<file path="src/rtl/lcd_pkg.sv">
// Shared types and HD44780 command constants for the LCD writer.
package lcd_pkg;

  typedef enum logic [2:0] {
    PWR_WAIT,
    SETUP,
    PULSE,
    HOLD,
    IDLE
  } lcd_state_e;

  localparam logic [7:0] LCD_FUNC_SET  = 8'h38;
  localparam logic [7:0] LCD_DISP_ON   = 8'h0C;
  localparam logic [7:0] LCD_CLEAR     = 8'h01;
  localparam logic [7:0] LCD_ENTRY     = 8'h06;
  localparam logic [7:0] LCD_HOME_ADDR = 8'h80;

  localparam int         INIT_STEPS = 5;
  localparam logic [2:0] LAST_STEP  = 3'(INIT_STEPS - 1);

  function automatic logic [7:0] init_cmd(input logic [2:0] step);
    case (step)
      3'd0:    return LCD_FUNC_SET;
      3'd1:    return LCD_DISP_ON;
      3'd2:    return LCD_CLEAR;
      3'd3:    return LCD_ENTRY;
      default: return LCD_HOME_ADDR;
    endcase
  endfunction

endpackage

</file>
<file path="src/rtl/lcd_char_rom.sv">
// Message ROM: 4-bit index to ASCII for "HELLO FPGA LCD! ".
module lcd_char_rom (
  input  logic [3:0] index_i,
  output logic [7:0] char_o
);

  always_comb begin
    char_o = 8'h20;
    case (index_i)
      4'd0:    char_o = 8'h48; // H
      4'd1:    char_o = 8'h45; // E
      4'd2:    char_o = 8'h4C; // L
      4'd3:    char_o = 8'h4C; // L
      4'd4:    char_o = 8'h4F; // O
      4'd5:    char_o = 8'h20;
      4'd6:    char_o = 8'h46; // F
      4'd7:    char_o = 8'h50; // P
      4'd8:    char_o = 8'h47; // G
      4'd9:    char_o = 8'h41; // A
      4'd10:   char_o = 8'h20;
      4'd11:   char_o = 8'h4C; // L
      4'd12:   char_o = 8'h43; // C
      4'd13:   char_o = 8'h44; // D
      4'd14:   char_o = 8'h21; // !
      default: char_o = 8'h20;
    endcase
  end

endmodule

</file>
<file path="src/rtl/lcd_writer.sv">
// HD44780 8-bit writer: power-up init sequence, then one timed write per accepted index.
//   state    | meaning
//   PWR_WAIT | power-up delay before first init command
//   SETUP    | RS/DB driven, enable low, one cycle
//   PULSE    | enable high for E_PULSE_CYC cycles
//   HOLD     | enable low, command execution wait
//   IDLE     | ready to accept data_ready
module lcd_writer
  import lcd_pkg::*;
#(
  parameter int unsigned E_PULSE_CYC    = 25,
  parameter int unsigned CMD_WAIT_CYC   = 2500,
  parameter int unsigned CLEAR_WAIT_CYC = 100000,
  parameter int unsigned POWERUP_CYC    = 2000000
) (
  input  logic       clk,
  input  logic       reset_button,
  input  logic       data_ready,
  input  logic [3:0] data_index,
  output logic       lcd_busy,
  output logic       lcd_rs,
  output logic       lcd_rw,
  output logic       lcd_en,
  output logic [7:0] lcd_data
);

  localparam int unsigned CNT_MAX =
    (POWERUP_CYC > CLEAR_WAIT_CYC) ? POWERUP_CYC : CLEAR_WAIT_CYC;
  localparam int CW = $clog2(CNT_MAX + 1);

  localparam logic [CW-1:0] PWR_LAST   = CW'(POWERUP_CYC - 1);
  localparam logic [CW-1:0] EN_LAST    = CW'(E_PULSE_CYC - 1);
  localparam logic [CW-1:0] CMD_LAST   = CW'(CMD_WAIT_CYC - 1);
  localparam logic [CW-1:0] CLEAR_LAST = CW'(CLEAR_WAIT_CYC - 1);
  localparam logic [CW-1:0] CNT_SAT    = CW'(CNT_MAX);

  lcd_state_e    state_q, state_d;
  logic [CW-1:0] cnt_q, cnt_d;
  logic [2:0]    step_q, step_d;
  logic [7:0]    data_q, data_d;
  logic          rs_q, rs_d;
  logic          busy_q, en_q;
  logic [CW-1:0] hold_last;
  logic [7:0]    rom_char;

  lcd_char_rom u_rom (
    .index_i (data_index),
    .char_o  (rom_char)
  );

  // Only the clear command (never a character) needs the long wait.
  assign hold_last = (!rs_q && data_q == LCD_CLEAR) ? CLEAR_LAST : CMD_LAST;

  always_comb begin
    state_d = state_q;
    step_d  = step_q;
    data_d  = data_q;
    rs_d    = rs_q;
    unique case (state_q)
      PWR_WAIT: begin
        if (cnt_q == PWR_LAST) begin
          state_d = SETUP;
          step_d  = 3'd0;
          data_d  = init_cmd(3'd0);
          rs_d    = 1'b0;
        end
      end
      SETUP: state_d = PULSE;
      PULSE: begin
        if (cnt_q == EN_LAST) state_d = HOLD;
      end
      HOLD: begin
        if (cnt_q == hold_last) begin
          if (rs_q || step_q == LAST_STEP) begin
            state_d = IDLE;
          end else begin
            step_d  = step_q + 3'd1;
            data_d  = init_cmd(step_q + 3'd1);
            state_d = SETUP;
          end
        end
      end
      IDLE: begin
        if (data_ready) begin
          data_d  = rom_char;
          rs_d    = 1'b1;
          state_d = SETUP;
        end
      end
      default: state_d = PWR_WAIT;
    endcase

    if (state_d != state_q) cnt_d = '0;
    else if (cnt_q == CNT_SAT) cnt_d = cnt_q;
    else cnt_d = cnt_q + 1'b1;
  end

  // Busy and enable are registered from next state so they never glitch.
  always_ff @(posedge clk) begin
    if (reset_button) begin
      state_q <= PWR_WAIT;
      cnt_q   <= '0;
      step_q  <= 3'd0;
      data_q  <= 8'h00;
      rs_q    <= 1'b0;
      busy_q  <= 1'b1;
      en_q    <= 1'b0;
    end else begin
      state_q <= state_d;
      cnt_q   <= cnt_d;
      step_q  <= step_d;
      data_q  <= data_d;
      rs_q    <= rs_d;
      busy_q  <= (state_d != IDLE);
      en_q    <= (state_d == PULSE);
    end
  end

  assign lcd_busy = busy_q;
  assign lcd_en   = en_q;
  assign lcd_rs   = rs_q;
  assign lcd_rw   = 1'b0;
  assign lcd_data = data_q;

endmodule

</file>
<file path="config.mk">
export PLATFORM = sky130hd
export DESIGN_NAME = lcd_writer
export DESIGN_NICKNAME = d
export VERILOG_FILES = /design/src/rtl/lcd_pkg.sv /design/src/rtl/lcd_char_rom.sv /design/src/rtl/lcd_writer.sv
export SDC_FILE = /design/constraint.sdc
export NUM_CORES = 1
export LEC_CHECK = 0
export ABC_AREA = 1
export CORE_MARGIN = 2
export CORE_UTILIZATION = 30
export DETAILED_ROUTE_END_ITERATION = 10
export PLACE_DENSITY_LB_ADDON = 0.3
export SLEW_MARGIN = 30
export SYNTH_ARGS = -nofsm -noshare
export SYNTH_HDL_FRONTEND = slang
export SYNTH_HIERARCHICAL = 1
export SYNTH_SLANG_ARGS = --single-unit
</file>
<file path="constraint.sdc">
create_clock -name clk -period 3.6 [get_ports clk]
set_input_delay 0.72 -clock clk [delete_from_list [all_inputs] [get_ports clk]]
set_output_delay 0.72 -clock clk [all_outputs]
set_load 0.03 [all_outputs]
</file>
==> results.txt, run 1 <==
----------------------------------------------------
[Synth]
  Flop and latch count out of synthesis ... 38
  Number of enable-type register cells in the synthesized netlist ... 0
  Top_reg_cell synth ... dfxtp_1
  Yosys top cell area share ... 27.2%
  Post-synth cell types ... 34
  Cells after synthesis ... 413
  Cell accounting for the most synthesized area ... dfxtp_1
  Warnings, synthesis ... 6
  Share of flip-flops with an asynchronous set or reset after synthesis ... 0%
  Synthesized area ... 0.00280 sq mm
  Area contributors post-synth ... dfxtp_1 (27%), nand2_1 (13%), nor3_2 (8.9%), inv_1 (7.4%), nand3_1 (7.1%)
  Commonest cells in the synthesized netlist ... nand2_1 (94), inv_1 (55), nor2_1 (44)
  Synth Net Count ... 434
  Average size of a mapped cell ... 6.78 sq um
  Dominant cell by count in the synthesized netlist ... nand2_1
  Share of synthesized area occupied by flip-flops and latches ... 27.2%

[Critical path]
  Worst Setup Start Kind ... primary input
  Crit Path Category ... in2reg
  Required arrival time at the worst endpoint ... 3.81 ns
  Setup crit end kind ... flop
  Worst endpoint data arrival time ... 2.37 ns
  Crit path max fanout ... 21
  Register-to-Register Path Depth ... 9

[STA]
  Post-layout minimum cycle time ... 2.16 ns
  Final clock skew ... 0.00778 ns
  Period utilisation layout ... 60.0%
  Slew margin rel. ... 58.4%
  Worst Max-Slew Pin Slew ... 0.622 ns
  Setup repair after global routing missed its margin ... false
  Final critical-path setup slack ... 1.44 ns
  Sum of negative setup slack ... 0 ns
  Max frequency ... 463 MHz
  Setup violators final ... 0
  Final-report max-slew violation count ... 0
  Final count of hold timing violations ... 0

[Placed design]
  Routability-driven placement congestion ratio ... 0.858
  Count of buffers inserted at the top-level ports ... 17
  Cell Area, Placed ... 0.00302 sq mm
  DP HPWL ... 4750 microns
  Worst slack at placement ... 1.12 ns

[Die]
  Die area ... 0.0101 sq mm
  Effective utilization at floorplan ... 30.6%
  X dimension of the die ... 101 microns
  Cell row count ... 35
  Floorplan die height ... 101 microns
  I/O Pins ... 19
  CORE AREA ... 0.00915 sq mm

[Clocking]
  Total clock sinks ... 38
  CTS Buf Count ... 5
  H-tree depth ... 2
  Clock tree from TritonCTS ... yes
  Hold-fix buffer count after cts ... 0
  Clock-pin slew of the registers on the worst-case setup and hold paths ... 0.07 ns
  Setup fix buffers added after clock tree synthesis ... 0
  Clock Path Buffers ... 2
  Root Buffer ... clkbuf_8
  Resize count post-CTS ... 0
  Clock latency on the worst-skew pair ... 0.29 ns

[Pwr]
  Tot Pwr ... 0.776 mW
  Clock power frac ... 37.4%
  Switching portion of total power ... 23.6%
  Logic pwr share ... 7.6%
  Part of the total power dissipated in sequential elements ... 55.0%
  Standby leakage power ... 1.23 nW
  Internal power of the cells ... 0.593 mW
  Psw ... 0.183 mW
  Power per cell area ... 250 mW/mm^2
  Peak supply drop ... 0.0000964 V

[Cells and area]
  Area of all placed cells without fillers ... 0.00311 sq mm
  Number of inserted diodes ... 0
  Util after Layout ... 33.9%
  Layout Area Growth over Synthesis ... 10.9%
  Net count reported at finish ... 447
  Share of post-route cells with drive strength above 1 ... 13.2%

[GRT]
  First-pass GRT wire length ... 10600 microns
  Largest net degree at the start of global routing ... 22
  Antenna violations before repair ... 0
  Total global routing overflow ... 0
  Number of global-route vias before repair ... 2324
  All-layer global routing usage ... 12.7%

[Min path]
  Worst Hold Depth ... 2
  Hold Crit Class ... reg2reg

[Route]
  Number of routed nets with antenna violations ... 0
  Initial drt markers ... 112
  Number of vias per cell after detailed routing ... 4.62
  Number of detailed-route iterations in the first pass ... 4
  Final routed wirelength across all metal layers ... 6030 microns
  Residual DRC ... 0
  Wire per inst ... 11.3 microns
  Total via count after detailed routing ... 2478

[Status]
  Run status ... completed

[Job]
  Max-capacitance violation count ... 0

----------------------------------------------------
## layout by cell type (no fill, tap or decap), drive strengths merged, types with 2 or more instances in the layout
master         instances
nand4                 10
nor3                  36
o21ai                  6
nand3                 43
clkbuf                 6
dfxtp                 38
nor2                  47
xor2                  14
nand2                 98
or2                    2
ha                    14
a21oi                 13
nor4                   5
xnor2                  4
conb                   2
inv                   65
clkdlybuf4s50         17
## sequential cells by signal, summed over array words and instances (netlist names)
| register | flops |
|---|---|
| lcd_rs | 1 |
| step_q | 3 |
| lcd_en | 1 |
| state_q | 3 |
| lcd_busy | 1 |
| lcd_data | 8 |
| cnt_q | 21 |
## final timing paths
check	start	endpoint	slack (ns)
min	lcd_data[5]	lcd_data[5]	0.48
max reg2reg	cnt_q[1]	cnt_q[17]	1.51
max	data_ready	cnt_q[17]	1.44
min reg2reg	lcd_data[5]	lcd_data[5]	0.48
## cell families (layout without fill, tap and decap cells)
logic type                 Yosys count  after routing  synth area share (%)
other                                2              2                 0.268
xor gates and xnor gates            18             18                  5.63
buffers and inverters               77             89                  12.2
and+or+nand+nor                    242            242                  44.0
AOI/OAI and AO/OA                   22             22                  4.47
DFF                                 38             38                  27.2
adders and majority gates           14             14                  6.26
## layer usage
| layer | up-vias | GRT usage (%) | wire [microns] | share of wire (%) |
|---|---|---|---|---|
| met5 | - | 0 | 0 | 0 |
| met2 | 33 | 19.9 | 2740 | 45 |
| met4 | 0 | 3.58 | 44 | 0.73 |
| met3 | 5 | 2.43 | 146 | 2.4 |
| li1 | 1344 | - | - | - |
| met1 | 1096 | 17.7 | 3100 | 51 |
## stage by stage
stage,hold WS [ns],cells
after detailed placement,0.472,530
after global placement,0.481,530
after CTS,0.482,536
after global routing,0.509,536
final,0.480,536
after floorplan,0.511,413
## worst max-delay path, cell delays in order
cell and delay (ns):
clkdlybuf4s50_1 0.47, inv_1 0.04, nor2_1 0.13, nor2_1 0.06, nand2_1 0.06, inv_1 0.04
nand2_1 0.08, inv_2 0.05, nand3_2 0.06, nand2_2 0.34, nor3_2 0.29
## area by class of cell
cell class                 instances  area (sq um)
tap                              111           139
clock buffer                       6          82.6
timing repair buffer              18           178
multi-input combinational        298          1700
inverter                          65           249
fill                             963          6050
sequential                        38           761
## power by group through the flow
stage	clock network, mW	logic, mW	registers, mW
finish	0.290	0.0589	0.427
detailed placement	0	0.0594	0.436
CTS	0.302	0.0597	0.427
global placement	0	0.0588	0.436
global route	0.315	0.0673	0.427
floorplan	0	0.0466	0.435
Power figures use the tool's default switching activity.
==> run 2: changes to the inputs <==
==> constraint.sdc (replaced) <==
create_clock -name clk -period 1.8 [get_ports clk]
set_input_delay 0.36 -clock clk [delete_from_list [all_inputs] [get_ports clk]]
set_output_delay 0.36 -clock clk [all_outputs]
set_load 0.03 [all_outputs]
==> results.txt, run 2 (synthesized netlist as in run 1, its figures left out) <==
----------------------------------------------------
[Status]
  Run status ... completed

[Die]
  Cell row count ... 35
  Floorplan die height ... 101 microns
  I/O Pins ... 19
  CORE AREA ... 0.00915 sq mm
  X dimension of the die ... 101 microns
  Die area ... 0.0101 sq mm
  Effective utilization at floorplan ... 30.6%

[Route]
  Number of detailed-route iterations in the first pass ... 4
  Residual DRC ... 0
  Number of routed nets with antenna violations ... 0
  Number of vias per cell after detailed routing ... 4.76
  Wire per inst ... 12.6 microns
  Final routed wirelength across all metal layers ... 7370 microns
  Initial drt markers ... 99
  Total via count after detailed routing ... 2793

[STA]
  Final clock skew ... 0.00495 ns
  Final count of hold timing violations ... 0
  Max frequency ... 563 MHz
  Final critical-path setup slack ... 0.0240 ns
  Post-layout minimum cycle time ... 1.78 ns
  Sum of negative setup slack ... 0 ns
  Period utilisation layout ... 98.7%
  Setup violators final ... 0
  Final-report max-slew violation count ... 0
  Setup repair after global routing missed its margin ... true

[Job]
  Max-capacitance violation count ... 0

[GRT]
  Antenna violations before repair ... 0
  Number of global-route vias before repair ... 2568
  Largest net degree at the start of global routing ... 22
  Met1 capacity usage during global routing ... 19.0%
  Most Used Layer, Global Route ... met2
  Total global routing overflow ... 0
  GR met2 Demand/Resource ... 22.7%
  All-layer global routing usage ... 14.0%
  Met3 GRT Util ... 2.77%
  First-pass GRT wire length ... 11600 microns

[Critical path]
  Crit Path Category ... reg2reg
  Register-to-Register Path Depth ... 11
  Master of the slowest instance on the critical path ... dfxtp_2
  Required arrival time at the worst endpoint ... 1.98 ns
  Worst endpoint data arrival time ... 1.96 ns
  Crit path max fanout ... 6
  FF-to-FF setup slack ... 0.02 ns
  Setup crit end kind ... flop
  Launch point of the worst reg-to-reg path ... cnt_q[9]
  Worst Setup Start Kind ... flop
  Critical-path cell list ... inv_2, nand2_2, nand4_1, nor3_2, nand3_2, nand2_4, buf_6, nand3_4, nand2_8, buf_12, nor3_4
  Capture point of the worst reg-to-reg path ... cnt_q[10]
  Slowest cell delay on critical path ... 0.37 ns

[Cells and area]
  Register ranked first by flip-flop count ... cnt_q
  Number of inserted diodes ... 0
  Util after Layout ... 41.7%
  Filler Cells Inserted ... 918
  Most frequent cells in the layout ... nand2_1 (89), inv_1 (47), buf_4 (42)
  Net count reported at finish ... 497
  Most common cell after layout, fill and taps aside ... nand2_1
  Layout Area Growth over Synthesis ... 36.5%
  Share of post-route cells with drive strength above 1 ... 30.5%
  Number of flip-flops in the largest register ... 21

[Clocking]
  Clock-pin slew of the registers on the worst-case setup and hold paths ... 0.07 ns
  Total clock sinks ... 38
  Clock tree from TritonCTS ... yes
  Root Buffer ... clkbuf_8
  Clock Path Buffers ... 2
  H-tree depth ... 2
  Hold-fix buffer count after cts ... 0
  Clock latency on the worst-skew pair ... 0.29 ns
  CTS Buf Count ... 5

[Placed design]
  DP HPWL ... 5260 microns
  Count of buffers inserted at the top-level ports ... 17
  Worst slack at placement ... -0.0606 ns
  Routability-driven placement congestion ratio ... 0.861

[Min path]
  Worst Min Path Start ... lcd_data[4]
  Worst Hold Depth ... 2
  Hold Crit Class ... reg2reg
  Min-Delay Endpoint ... lcd_data[4]

[Pwr]
  Tot Pwr ... 1.60 mW
  Standby leakage power ... 1.59 nW
  Peak supply drop ... 0.000221 V
  Power per cell area ... 419 mW/mm^2

----------------------------------------------------
## run 2: worst max path at each step
stage | from | end | depth (start not counted)
after global placement | data_index[0] | lcd_data[2] | 10
after floorplan | step_q[0] | lcd_data[0] | 10
after detailed placement | data_ready | cnt_q[20] | 12
final | cnt_q[9] | cnt_q[10] | 11
after CTS | cnt_q[0] | cnt_q[20] | 10
after global routing | cnt_q[9] | step_q[0] | 12
## run 2: area by class of cell
type	count	area [sq um]	share of cell area, %
Sequential cell	38	782	20.5
Inverter	65	254	6.65
Clock buffer	7	76.3	2.00
Tap cell	111	139	3.63
Multi-Input combinational cell	298	1890	49.5
Timing Repair Buffer	68	677	17.7
## run 2: timing repair
| action | CTS | global route |
|---|---|---|
| endpoints found under the setup margin | 21 | 36 |
| gates cloned | 0 | 5 |
| setup buffers | 0 | 6 |
| pin swaps | 0 | 25 |
| gates resized for setup | 2 | 66 |
## run 2: worst max-delay path, delay by kind of cell, from the launching register on
family | cells | cell delay (ns)
and+or+nand+nor | 8 | 0.95
DFF | 1 | 0.37
buffers and inverters | 3 | 0.33
## run 2: through the flow
stage          cell area [sq um]  instances  hold slack, ns
3_5_place_dp                3350        569           0.476
4_1_cts                     3440        576           0.487
5_1_grt                     3820        587           0.512
6_report                    3820        587           0.485
2_1_floorplan               2800        413           0.429
3_3_place_gp                3350        569           0.477
## run 2: where the power goes
group	internal (mW)	switching, mW	total [mW]
combinational	0.0813	0.0963	0.178
clock	0.267	0.299	0.566
sequential	0.847	0.00967	0.856
## run 2: layer usage
metal | routed length [microns] | vias to the layer above
met3 | 244 | 6
met4 | 72 | 0
met2 | 3440 | 43
li1 | - | 1445
met5 | 0 | -
met1 | 3620 | 1299
==> run 3: changes to the inputs <==
--- a/config.mk
+++ b/config.mk
@@ -6,10 +6,13 @@
 export NUM_CORES = 1
 export LEC_CHECK = 0
 export ABC_AREA = 1
+export CORE_ASPECT_RATIO = 0.6
 export CORE_MARGIN = 2
 export CORE_UTILIZATION = 30
 export DETAILED_ROUTE_END_ITERATION = 10
+export GPL_ROUTABILITY_DRIVEN = 0
 export PLACE_DENSITY_LB_ADDON = 0.3
+export SKIP_CTS_REPAIR_TIMING = 1
 export SLEW_MARGIN = 30
 export SYNTH_ARGS = -nofsm -noshare
 export SYNTH_HDL_FRONTEND = slang
==> results.txt, run 3 (synthesized netlist as in run 1, its figures left out) <==
----------------------------------------------------
[Status]
  Run status ... finished, violations left
  Failing checks ... setup timing

[Clocking]
  Clock latency on the worst-skew pair ... 0.29 ns
  H-tree depth ... 2
  Clock tree from TritonCTS ... yes
  Clock Path Buffers ... 2
  CTS Buf Count ... 5
  Root Buffer ... clkbuf_16
  Clock-pin slew of the registers on the worst-case setup and hold paths ... 0.06 ns
  Total clock sinks ... 38

[Cells and area]
  Net count reported at finish ... 498
  Register ranked first by flip-flop count ... cnt_q
  Filler Cells Inserted ... 911
  Most common cell after layout, fill and taps aside ... nand2_1
  Share of post-route cells with drive strength above 1 ... 29.3%
  Layout Area Growth over Synthesis ... 36.9%
  Most frequent cells in the layout ... nand2_1 (89), inv_1 (50), buf_4 (44)
  Storage element area ... 778 sq um
  Area of all placed cells without fillers ... 0.00383 sq mm
  Number of inserted diodes ... 0
  Area of the multi-input gates ... 0.00183 sq mm
  Number of flip-flops in the largest register ... 21

[STA]
  Max frequency ... 540 MHz
  Period utilisation layout ... 103%
  Final critical-path setup slack ... -0.0514 ns
  Sum of negative setup slack ... -0.595 ns
  Final-report max-slew violation count ... 0
  WHS ... 0.481 ns
  Post-layout minimum cycle time ... 1.85 ns
  Setup repair after global routing missed its margin ... true
  Final clock skew ... 0.00763 ns
  Setup violators final ... 18
  Final count of hold timing violations ... 0

[Placed design]
  Cell Area, Placed ... 0.00337 sq mm
  DP HPWL ... 5670 microns
  Count of buffers inserted at the top-level ports ... 17

[Die]
  Cell row count ... 27
  Die area ... 0.0101 sq mm
  X dimension of the die ... 129 microns
  Floorplan die height ... 78.8 microns
  Effective utilization at floorplan ... 30.7%
  I/O Pins ... 19
  CORE AREA ... 0.00912 sq mm

[GRT]
  All-layer global routing usage ... 15.4%
  Antenna violations before repair ... 0
  Largest net degree at the start of global routing ... 22
  Total global routing overflow ... 0
  Number of global-route vias before repair ... 2530
  First-pass GRT wire length ... 12400 microns

[Min path]
  Worst Min Path Start ... lcd_data[3]
  Worst Hold Depth ... 2
  Min-Delay Endpoint ... lcd_data[3]
  Hold Crit Class ... reg2reg

[Critical path]
  Critical-path cell list ... ha_4, nand4_1, nor3_2, nand3_2, nand2_4, buf_4, nand3_2, nand2_4, clkbuf_16, nor3_4
  Required arrival time at the worst endpoint ... 1.98 ns
  Worst endpoint data arrival time ... 2.03 ns
  Master of the slowest instance on the critical path ... dfxtp_4
  Register-to-Register Path Depth ... 10
  Slowest cell delay on critical path ... 0.38 ns
  Crit Path Category ... reg2reg
  Crit path max fanout ... 5
  Worst path top cell family by delay ... simple AND/OR/NAND/NOR gates
  Capture point of the worst reg-to-reg path ... cnt_q[1]
  Setup crit end kind ... flop
  Launch point of the worst reg-to-reg path ... cnt_q[0]
  FF-to-FF setup slack ... -0.05 ns
  Worst Setup Start Kind ... flop
  CP Buf/Inv Count ... 2

[Route]
  Initial drt markers ... 308
  Number of routed nets with antenna violations ... 0
  Number of detailed-route iterations in the first pass ... 5
  Wire per inst ... 13.6 microns
  Total via count after detailed routing ... 2854
  Final routed wirelength across all metal layers ... 8110 microns
  Residual DRC ... 0
  Number of vias per cell after detailed routing ... 4.80

[Pwr]
  Tot Pwr ... 2.06 mW
  Peak supply drop ... 0.000315 V
  Power per cell area ... 538 mW/mm^2
  Standby leakage power ... 1.61 nW

[Job]
  Max-capacitance violation count ... 0

----------------------------------------------------
## run 3: cell count changes in the layout (fill, tap and decap cells not counted), sizes merged
| cell | change |
|---|---|
| buf | +2 |
| bufinv | +1 |
| clkbuf | -2 |
| clkinvlp | +1 |
## run 3: layout make-up
type	instances	area share [%]
multi-input combinational	298	47.8
sequential	38	20.3
timing repair buffer	69	17.3
inverter	65	6.49
tap	116	3.79
clock buffer	6	3.36
clock inverter	2	0.979
## run 3: power by group
part | total [mW] | internal [mW] | switching, mW
Combinational | 0.169 | 0.0722 | 0.0972
Clock | 1.03 | 0.655 | 0.380
Sequential | 0.857 | 0.847 | 0.00934
Total | 2.06 | 1.57 | 0.486
## run 3: worst max-delay path by stage
stage | startpoint | to | slack, ns | cells past startpoint
2_1_floorplan | step_q[0] | lcd_data[0] | 0.11 | 10
3_3_place_gp | data_ready | cnt_q[20] | -0.04 | 12
3_5_place_dp | data_ready | cnt_q[16] | -0.11 | 12
4_1_cts | cnt_q[0] | cnt_q[20] | -0.07 | 10
5_1_grt | state_q[0] | cnt_q[0] | -0.13 | 10
6_report | cnt_q[0] | cnt_q[1] | -0.05 | 10
## run 3: metrics by stage
step / setup slack [ns] / utilization, % / instances
after floorplan: 0.107 / - / 413
after global placement: -0.0426 / 37.0 / 576
after detailed placement: -0.105 / 37.0 / 576
after CTS: -0.0696 / 38.8 / 584
after global routing: -0.132 / 42.0 / 594
final: -0.0514 / 42.0 / 594
## run 3: worst reg2reg max path: cells and delay by family (launching register included)
| family | cells | cell delay, ns |
|---|---|---|
| buffers and inverters | 2 | 0.29 |
| adder cells (fa/ha/maj) | 1 | 0.16 |
| flip-flops | 1 | 0.38 |
| AND/OR/NAND/NOR | 7 | 0.90 |
## run 3: metal layers
| metal | share of wire, % | vias up | global-route usage (%) |
|---|---|---|---|
| met3 | 6.5 | 7 | 3.50 |
| li1 | - | 1437 | - |
| met5 | 0 | - | 0 |
| met1 | 54 | 1320 | 24.5 |
| met4 | 0.88 | 0 | 3.70 |
| met2 | 39 | 90 | 20.0 |
